==> src/rtl/hazard_ctrl_if.sv <==
// Pipeline-side signal bundle for the hazard controller.
// The slave modport is the controller's view; the master modport is the pipeline's view.
interface hazard_ctrl_if;
    logic [4:0]  id_rs;
    logic [4:0]  id_rt;
    logic        id_use_rs;
    logic        id_use_rt;
    logic        id_aes;
    logic        ex_memread;
    logic [4:0]  ex_rt;
    logic        branch_taken;
    logic        aes_done;
    logic        pc_write;
    logic        if_id_stall;
    logic        if_id_flush;
    logic        id_ex_flush;
    logic        aes_start;
    logic        aes_busy;
    logic        aes_err;
    logic [31:0] stall_cnt;

    modport slave (
        input  id_rs, id_rt, id_use_rs, id_use_rt, id_aes,
        input  ex_memread, ex_rt, branch_taken, aes_done,
        output pc_write, if_id_stall, if_id_flush, id_ex_flush,
        output aes_start, aes_busy, aes_err, stall_cnt
    );

    modport master (
        output id_rs, id_rt, id_use_rs, id_use_rt, id_aes,
        output ex_memread, ex_rt, branch_taken, aes_done,
        input  pc_write, if_id_stall, if_id_flush, id_ex_flush,
        input  aes_start, aes_busy, aes_err, stall_cnt
    );
endinterface

==> src/rtl/hazard_ctrl.sv <==
// Stall/flush sequencer for the 5-stage MIPS pipeline with the AES coprocessor:
// load-use bubbles, EX-resolved branch flushes, and AES start/done hold with timeout.
module hazard_ctrl #(
    parameter int unsigned TO_W        = 8,
    parameter int unsigned AES_TIMEOUT = 200
) (
    input logic          clk,
    input logic          rst,
    hazard_ctrl_if.slave bus
);

    typedef enum logic [1:0] {IDLE, BUSY, RELEASE} state_t;

    localparam logic [TO_W-1:0] TO_LAST = TO_W'(AES_TIMEOUT - 1);

    state_t          state, state_nxt;
    logic [TO_W-1:0] cnt;
    logic            lu;
    logic            start;
    logic            timeout;

    always_comb begin
        lu = bus.ex_memread && (bus.ex_rt != 5'd0) &&
             ((bus.id_use_rs && (bus.ex_rt == bus.id_rs)) ||
              (bus.id_use_rt && (bus.ex_rt == bus.id_rt)));
    end

    assign timeout = (cnt == TO_LAST);

    always_comb begin
        state_nxt       = state;
        start           = 1'b0;
        bus.pc_write    = 1'b1;
        bus.if_id_stall = 1'b0;
        bus.if_id_flush = 1'b0;
        bus.id_ex_flush = 1'b0;

        case (state)
            IDLE: begin
                // A branch flush or a pending load-use bubble defers the AES start.
                if (!bus.branch_taken && !lu && bus.id_aes) begin
                    start     = 1'b1;
                    state_nxt = BUSY;
                end
            end
            BUSY: begin
                if (bus.aes_done || timeout)
                    state_nxt = RELEASE;
            end
            RELEASE: state_nxt = IDLE;
            default: state_nxt = IDLE;
        endcase

        if (bus.branch_taken) begin
            bus.if_id_flush = 1'b1;
            bus.id_ex_flush = 1'b1;
        end else if (start || lu || state == BUSY) begin
            bus.pc_write    = 1'b0;
            bus.if_id_stall = 1'b1;
            bus.id_ex_flush = 1'b1;
        end

        bus.aes_start = start;
        bus.aes_busy  = (state == BUSY);
    end

    always_ff @(posedge clk or negedge rst) begin
        if (!rst) begin
            state         <= IDLE;
            cnt           <= '0;
            bus.aes_err   <= 1'b0;
            bus.stall_cnt <= '0;
        end else begin
            state <= state_nxt;
            if (start)
                cnt <= '0;
            else if (state == BUSY)
                cnt <= cnt + 1'b1;
            if (state == BUSY && !bus.aes_done && timeout)
                bus.aes_err <= 1'b1;
            if (!bus.pc_write && bus.stall_cnt != '1)
                bus.stall_cnt <= bus.stall_cnt + 32'd1;
        end
    end

endmodule
==> src/flat_wrapper.sv <==
// flat-port wrapper written by rule: the top's interface ports become plain ports
module hazard_ctrl_flat 
#(
    parameter int unsigned TO_W        = 8,
    parameter int unsigned AES_TIMEOUT = 200
)
  (clk, rst, bus_id_rs, bus_id_rt, bus_id_use_rs, bus_id_use_rt, bus_id_aes, bus_ex_memread, bus_ex_rt, bus_branch_taken, bus_aes_done, bus_pc_write, bus_if_id_stall, bus_if_id_flush, bus_id_ex_flush, bus_aes_start, bus_aes_busy, bus_aes_err, bus_stall_cnt);
  hazard_ctrl_if bus_i ();
  input logic clk;
  input logic rst;
  input wire logic [$bits(bus_i.id_rs)-1:0] bus_id_rs;
  input wire logic [$bits(bus_i.id_rt)-1:0] bus_id_rt;
  input wire logic [$bits(bus_i.id_use_rs)-1:0] bus_id_use_rs;
  input wire logic [$bits(bus_i.id_use_rt)-1:0] bus_id_use_rt;
  input wire logic [$bits(bus_i.id_aes)-1:0] bus_id_aes;
  input wire logic [$bits(bus_i.ex_memread)-1:0] bus_ex_memread;
  input wire logic [$bits(bus_i.ex_rt)-1:0] bus_ex_rt;
  input wire logic [$bits(bus_i.branch_taken)-1:0] bus_branch_taken;
  input wire logic [$bits(bus_i.aes_done)-1:0] bus_aes_done;
  output wire logic [$bits(bus_i.pc_write)-1:0] bus_pc_write;
  output wire logic [$bits(bus_i.if_id_stall)-1:0] bus_if_id_stall;
  output wire logic [$bits(bus_i.if_id_flush)-1:0] bus_if_id_flush;
  output wire logic [$bits(bus_i.id_ex_flush)-1:0] bus_id_ex_flush;
  output wire logic [$bits(bus_i.aes_start)-1:0] bus_aes_start;
  output wire logic [$bits(bus_i.aes_busy)-1:0] bus_aes_busy;
  output wire logic [$bits(bus_i.aes_err)-1:0] bus_aes_err;
  output wire logic [$bits(bus_i.stall_cnt)-1:0] bus_stall_cnt;
  assign bus_i.id_rs = bus_id_rs;
  assign bus_i.id_rt = bus_id_rt;
  assign bus_i.id_use_rs = bus_id_use_rs;
  assign bus_i.id_use_rt = bus_id_use_rt;
  assign bus_i.id_aes = bus_id_aes;
  assign bus_i.ex_memread = bus_ex_memread;
  assign bus_i.ex_rt = bus_ex_rt;
  assign bus_i.branch_taken = bus_branch_taken;
  assign bus_i.aes_done = bus_aes_done;
  assign bus_pc_write = bus_i.pc_write;
  assign bus_if_id_stall = bus_i.if_id_stall;
  assign bus_if_id_flush = bus_i.if_id_flush;
  assign bus_id_ex_flush = bus_i.id_ex_flush;
  assign bus_aes_start = bus_i.aes_start;
  assign bus_aes_busy = bus_i.aes_busy;
  assign bus_aes_err = bus_i.aes_err;
  assign bus_stall_cnt = bus_i.stall_cnt;
  hazard_ctrl #(.TO_W(TO_W), .AES_TIMEOUT(AES_TIMEOUT)) u_core (.clk(clk), .rst(rst), .bus(bus_i));
endmodule
==> config.mk <==
export PLATFORM = sky130hd
export DESIGN_NAME = hazard_ctrl_flat
export DESIGN_NICKNAME = d
export VERILOG_FILES = /design/src/rtl/hazard_ctrl_if.sv /design/src/rtl/hazard_ctrl.sv /design/src/flat_wrapper.sv
export SDC_FILE = /design/constraint.sdc
export NUM_CORES = 1
export LEC_CHECK = 0
export ABC_AREA = 1
export BUFFER_PORTS_ARGS = -buffer_cell sky130_fd_sc_hd__buf_2
export CORE_AREA = 2 2 104 66
export DETAILED_ROUTE_END_ITERATION = 6
export DIE_AREA = 0 0 106 68
export PLACE_DENSITY = 0.81
export SYNTH_ARGS = -nofsm -noshare
export SYNTH_HDL_FRONTEND = slang
export SYNTH_SLANG_ARGS = --single-unit
==> constraint.sdc <==
create_clock -name clk -period 1.9 [get_ports clk]
set_clock_uncertainty 0.1 [all_clocks]
set_input_delay 0.285 -clock clk [delete_from_list [all_inputs] [get_ports clk]]
set_output_delay 0.285 -clock clk [all_outputs]
set_load 0.05 [all_outputs]
==> results of run 1 <==
==> worst paths after layout <==
check | depth (start not counted) | end | from
min reg2reg | 2 | u_core.bus.aes_err | u_core.bus.aes_err
max reg2reg | 10 | u_core.bus.stall_cnt[25] | u_core.bus.stall_cnt[0]
max in group asynchronous | 3 | u_core.bus.stall_cnt[2] | rst
min in group asynchronous | 2 | u_core.bus.stall_cnt[15] | rst
min | 2 | u_core.bus.aes_err | bus_aes_done
max | 10 | u_core.bus.stall_cnt[25] | u_core.bus.stall_cnt[0]
==> flip-flops by register name, indices dropped and copies added (netlist names) <==
register / cells
u_core.bus.aes_err: 1
u_core.bus.stall_cnt: 32
u_core.cnt: 8
u_core.state: 2
==> power by group <==
part	internal, uW	total, uW	switching (uW)
clock	392	742	350
combinational	325	940	614
sequential	994	1090	92.2
==> kinds of logic (layout without fill, tap and decap cells) <==
family,after synthesis,count (layout),synth area share
and+or+nand+nor,307,307,0.454
buffers and inverters,61,143,0.0863
adders and majority gates,2,2,0.00834
AOI/OAI and AO/OA,13,13,0.0233
DFF,43,43,0.358
xor gates and xnor gates,24,24,0.0700
==> metrics by stage <==
stage | worst slack (ns) | TNS (ns) | util
floorplan | -0.270 | -1.27 | -
global placement | 0.0546 | 0 | 0.557
detailed placement | -0.0771 | -0.153 | 0.557
CTS | 0.00480 | 0 | 0.577
global route | -0.0796 | -1.15 | 0.611
finish | 0.0169 | 0 | 0.611
==> metal layers <==
metal | up-vias | global-route usage | wire length [microns]
li1 | 1600 | - | -
met1 | 1551 | 0.356 | 4240
met2 | 154 | 0.367 | 3850
met3 | 12 | 0.0543 | 915
met4 | 0 | 0.0428 | 70
met5 | - | 0 | 0
==> cell type report <==
class                           instances  area, sq um  share of cell area
Multi-Input combinational cell        346         1770               0.456
Sequential cell                        43         1090               0.280
Clock buffer                            5         68.8              0.0177
Clock inverter                          3         43.8              0.0113
Timing Repair Buffer                   89          627               0.161
Inverter                               46          176              0.0454
Tap cell                               87          109              0.0280
==> layout by cell type, fill, tap and decap left out, types with 4 or more instances in the layout <==
cell type	netlist	layout
sky130_fd_sc_hd__nor3_1	4	4
sky130_fd_sc_hd__dfrtp_1	43	32
sky130_fd_sc_hd__buf_4	1	20
sky130_fd_sc_hd__inv_1	46	44
sky130_fd_sc_hd__nor2_2	2	4
sky130_fd_sc_hd__o21ai_0	8	7
sky130_fd_sc_hd__xnor2_1	12	12
sky130_fd_sc_hd__nor2_4	2	4
sky130_fd_sc_hd__dfrtp_2	0	11
sky130_fd_sc_hd__nand3_1	23	22
sky130_fd_sc_hd__xor2_1	12	12
sky130_fd_sc_hd__clkbuf_8	0	5
sky130_fd_sc_hd__buf_2	3	58
sky130_fd_sc_hd__nand4_1	36	36
sky130_fd_sc_hd__nand3b_1	6	6
sky130_fd_sc_hd__nor2_1	52	48
sky130_fd_sc_hd__nand2_1	174	163
sky130_fd_sc_hd__nand2_2	0	10
==> what timing repair did <==
action	4_1_cts	5_1_grt
setup endpoints to repair	2	34
cloned	0	4
setup buffers	0	7
pin swaps	0	11
resized for setup	3	26
hold buffers	1	0
hold endpoints to repair	19	0
==> flow_summary.ini, run 1 <==
[timing]
achievable-frequency_mhz = 531
finalSetupViolations = 0
final_layout_worst_hold_slack_ns = 0.0683
post-route-min-period_ns = 1.88
max_slew_margin = 0.676
hold_viol_final = 0
post-route-period-util = 0.991
rsz0062_at_grt = true
worstMarginPinSlew_ns = 0.486
timing_max_transition_violations_final = 0

[setup_path]
worstPathArrival_ns = 2.02
cp_num_buf_inv = 1
timing.critical_path.from_type = flop
worst-path-max-fanout = 7
path_delay_family = simple AND/OR/NAND/NOR gates
cp_slowest_stage_delay_ns = 0.39
critical-path-slowest-cell = sky130_fd_sc_hd__dfrtp_2
crit_type = reg2reg
element_type_at_the_critical_path_end = flop
cp_cell_sequence = ha_4 > nand3_4 > nor2_4 > nand3_2 > nor2_4 > nand4_4 > nand3_4 > clkbuf_16 > nand2_1 > nand2_1
crit_required_ns = 2.04
timing.reg2reg.setup_slack_ns = 0.02

[synthesis]
post_synth_edffs = 0
yosysTopAreaCellShare = 0.358
synth.cells.most_frequent = sky130_fd_sc_hd__nand2_1 (174), sky130_fd_sc_hd__nor2_1 (52), sky130_fd_sc_hd__inv_1 (46)
synth.yosys.warnings = 0
postSynthRegisterBits = 43
synth.distinct_cells = 25
async_flop_share = 1.00
netlist_instances = 450
yosys-top-cells-area = sky130_fd_sc_hd__dfrtp_1 (36%), sky130_fd_sc_hd__nand2_1 (22%), sky130_fd_sc_hd__nand4_1 (7.5%)
synth_largest_area_cell = sky130_fd_sc_hd__dfrtp_1
synthesis.area_per_instance_sq_um = 6.67
synth_nets = 475
synth.cell_area_sq_um = 3000
sequential_element_share_of_the_synthesized_area = 0.358
synth_most_common_cell = sky130_fd_sc_hd__nand2_1
synth_ff_type = sky130_fd_sc_hd__dfrtp_1

[floorplan]
die-width_microns = 106
core_region_area_sq_um = 6360
die-area_sq_um = 7210
die_h_microns = 68
rows = 23
initial_utilization = 0.472
design.portCount = 62

[run]
maxCapViolations = 0

[cts]
worstSkewPairLatency_ns = 0.30
cts-root-to-sink-buffers = 2
cts.htree.levels = 2
tritoncts.num_buffers = 5
cts_sinks = 43
clk_root_buffer_cell = sky130_fd_sc_hd__clkbuf_8
cts_tree = built
clk_transition_reported_paths_ns = 0.09

[placed_design]
place_inst = 599
dpl_cell_area_sq_um = 3540
gp_routability_congestion = 0.917
post-dp-hpwl_mm = 6.41
buffer_ports.inserted = 61

[route]
vias = 3317
via_per_inst = 5.36
postRouteAntennaNets = 0
drt_first_pass_iters = 5
wl_per_cell_microns = 14.7
routed_wl_mm = 9.08
drc = 0
detail_route.iter0.violations = 370

[grt]
globalRouteOverflowTotal = 0
grt_first_pass_wirelength_mm = 13.6
grt_pass1_vias = 2818
grt.total_usage = 0.241
pin_count_of_the_biggest_net_entering_global_routing = 30
antenna_violations_before_repair = 0

[run_status]
run_status = completed

[power_and_ir_drop]
finalPower_uw = 2770
ir_drop_mv = 0.401
leakage_uw = 0.00209
power_per_cell_area_nw_per_um2 = 712

[final_layout]
layout-drive-gt1-share = 0.258
finish.cell_count_without_fillers = 619
num-fill-cells = 586
flow.area_growth_from_synthesis_pct = 29.5
nNetsFinal = 556
antenna-diode-count = 0
design_area_sq_um = 3890

[hold_path]
hp-class = in2reg
No activity file was read; power rests on OpenSTA's default activity.
==> run 2, diff against run 1 <==
--- a/config.mk
+++ b/config.mk
@@ -7,10 +7,10 @@
 export LEC_CHECK = 0
 export ABC_AREA = 1
 export BUFFER_PORTS_ARGS = -buffer_cell sky130_fd_sc_hd__buf_2
-export CORE_AREA = 2 2 104 66
+export CORE_AREA = 2 2 118 74
 export DETAILED_ROUTE_END_ITERATION = 6
-export DIE_AREA = 0 0 106 68
-export PLACE_DENSITY = 0.81
+export DIE_AREA = 0 0 120 76
+export PLACE_DENSITY = 0.67
 export SYNTH_ARGS = -nofsm -noshare
 export SYNTH_HDL_FRONTEND = slang
 export SYNTH_SLANG_ARGS = --single-unit
==> run 2 against run 1 <==
Net effect: clock power up 23%; maximum frequency grew 2.1%; combinational power rose by 0.5%; count of clock-buffer cells in the layout did not move; sequential power about the same; final area grew 1.2%; largest power group unchanged; worst hold slack improved by 0.0063 ns; global-route usage down 4.4 points.
==> flow_summary.ini, run 2 (synthesis gave the netlist of run 1 again) <==
[final_layout]
flip_flop_count_of_the_largest_register_after_layout = 32
design_area_sq_um = 3930
nNetsFinal = 560
layout_top_registers = u_core.bus.stall_cnt x32, u_core.cnt x8, u_core.state x2
antenna-diode-count = 0
layout-drive-gt1-share = 0.239
most_common_library_cell_in_the_layout_ignoring_fill_and_taps = sky130_fd_sc_hd__nand2_1
top_register_by_number_of_flip_flops = u_core.bus.stall_cnt
most_frequent_cells_in_the_layout = sky130_fd_sc_hd__nand2_1 (172), sky130_fd_sc_hd__buf_2 (59), sky130_fd_sc_hd__nor2_1 (49)
flow.area_growth_from_synthesis_pct = 31.1
num-fill-cells = 811

[timing]
post-route-min-period_ns = 1.84
achievable-frequency_mhz = 542
worstMarginPinSlew_ns = 0.733
max_slew_margin = 0.511
timing_max_transition_violations_final = 0
finalSetupViolations = 0
rsz0062_at_grt = true
post-route-period-util = 0.971
hold_viol_final = 0
final_layout_worst_hold_slack_ns = 0.0745
totalNegativeSetupSlack_ns = 0

[floorplan]
design.portCount = 62
core_region_area_sq_um = 8170
die-area_sq_um = 9120
initial_utilization = 0.368
rows = 26
die_h_microns = 76
die-width_microns = 120

[grt]
grt_first_pass_wirelength_mm = 14.6
grt.total_usage = 0.197
pin_count_of_the_biggest_net_entering_global_routing = 32
antenna_violations_before_repair = 0
globalRouteOverflowTotal = 0
grt_pass1_vias = 2974

[route]
postRouteAntennaNets = 0
highest_layer = met4
via_per_inst = 5.02
wl_per_cell_microns = 14.4
met3_length_microns = 720
vias = 3254
drc = 0
drt_first_pass_iters = 5
routed_wl_mm = 9.35
detail_route.iter0.violations = 252
routed_metal_1_wire_length_mm = 4.71
met2RoutedLength_mm = 3.82

[cts]
cts_sinks = 43
cts.htree.levels = 2
clk_transition_reported_paths_ns = 0.07
cts-root-to-sink-buffers = 2
tritoncts.num_buffers = 5
clk_root_buffer_cell = sky130_fd_sc_hd__clkbuf_16
worstSkewPairLatency_ns = 0.30
cts_tree = built

[hold_path]
hp-class = in2reg
hold-path-cell-count = 2

[setup_path]
timing.critical_path.from_type = flop
element_type_at_the_critical_path_end = flop
critical-path-slowest-cell = sky130_fd_sc_hd__nor2_1
crit_required_ns = 1.99
worst-path-max-fanout = 3
worst_r2r_path_depth = 10
critPathMostFrequentCell = sky130_fd_sc_hd__nand2_1
crit_type = reg2reg
cp_cell_sequence = buf_4 > nand2_1 > nor2_1 > nand2_1 > nor2_1 > nand2_1 > nand2_1 > nand2_1 > nand4_1 > nand2_1
worstPathArrival_ns = 1.94
cp_slowest_stage_delay_ns = 0.39

[power_and_ir_drop]
finalPower_uw = 2940
leakage_uw = 0.00211
ir_drop_mv = 0.399
power_per_cell_area_nw_per_um2 = 747

[placed_design]
dpl_cell_area_sq_um = 3630
buffer_ports.inserted = 61
post-dp-hpwl_mm = 6.72
gp_routability_congestion = 0.919

[run]
maxCapViolations = 0

[run_status]
run_status = completed
==> run 2: timing repair <==
item,in CTS,in global routing
gates resized for setup,1,14
hold buffers,1,0
gates cloned,0,3
endpoints found under the setup margin,1,33
endpoints found under the hold margin,29,0
pin swaps,0,6
setup buffers,0,3
==> run 2: cell type report <==
class                      count  area [sq um]  area share
multi-input combinational    346          1750       0.446
timing repair buffer          93           624       0.159
inverter                      46           176      0.0448
sequential                    43          1090       0.276
clock buffer                   5           125      0.0318
tap                          112           140      0.0356
clock inverter                 3          26.3     0.00668
==> run 2: routing by layer <==
metal / global-route usage / up-vias
met2: 0.286 / 129
li1: - / 1603
met5: 0 / -
met1: 0.308 / 1510
met4: 0.0424 / 0
met3: 0.0284 / 12
==> run 2: worst paths after layout <==
path / slack, ns / to / startpoint
worst max-delay path: 0.06 / u_core.bus.stall_cnt[29] / u_core.bus.stall_cnt[1]
worst min-delay path: 0.07 / u_core.bus.aes_err / bus_aes_done
worst max register to register: 0.06 / u_core.bus.stall_cnt[29] / u_core.bus.stall_cnt[1]
worst min register to register: 0.36 / u_core.bus.aes_err / u_core.bus.aes_err
max in group asynchronous: 0.59 / u_core.bus.stall_cnt[0] / rst
min in group asynchronous: 0.49 / u_core.bus.stall_cnt[20] / rst
==> run 2: stage by stage <==
step / cells / utilization / setup WS, ns
2_1_floorplan: 450 / - / -0.270
4_1_cts: 642 / 0.464 / 0.0317
6_report: 648 / 0.482 / 0.0552
3_3_place_gp: 633 / 0.444 / 0.0541
3_5_place_dp: 633 / 0.444 / 0.0419
5_1_grt: 648 / 0.482 / -0.0129
==> run 2: report_power, final <==
| group | internal, uW | switching [uW] | total [uW] |
|---|---|---|---|
| combinational | 331 | 614 | 945 |
| clock | 500 | 411 | 910 |
| sequential | 995 | 88.4 | 1080 |
==> run 2: worst max-delay path, delay by kind of cell, from the launching register on <==
family | cells | cell delay [ns]
buf+inv | 1 | 0.12
flops | 1 | 0.38
simple gates | 9 | 1.13
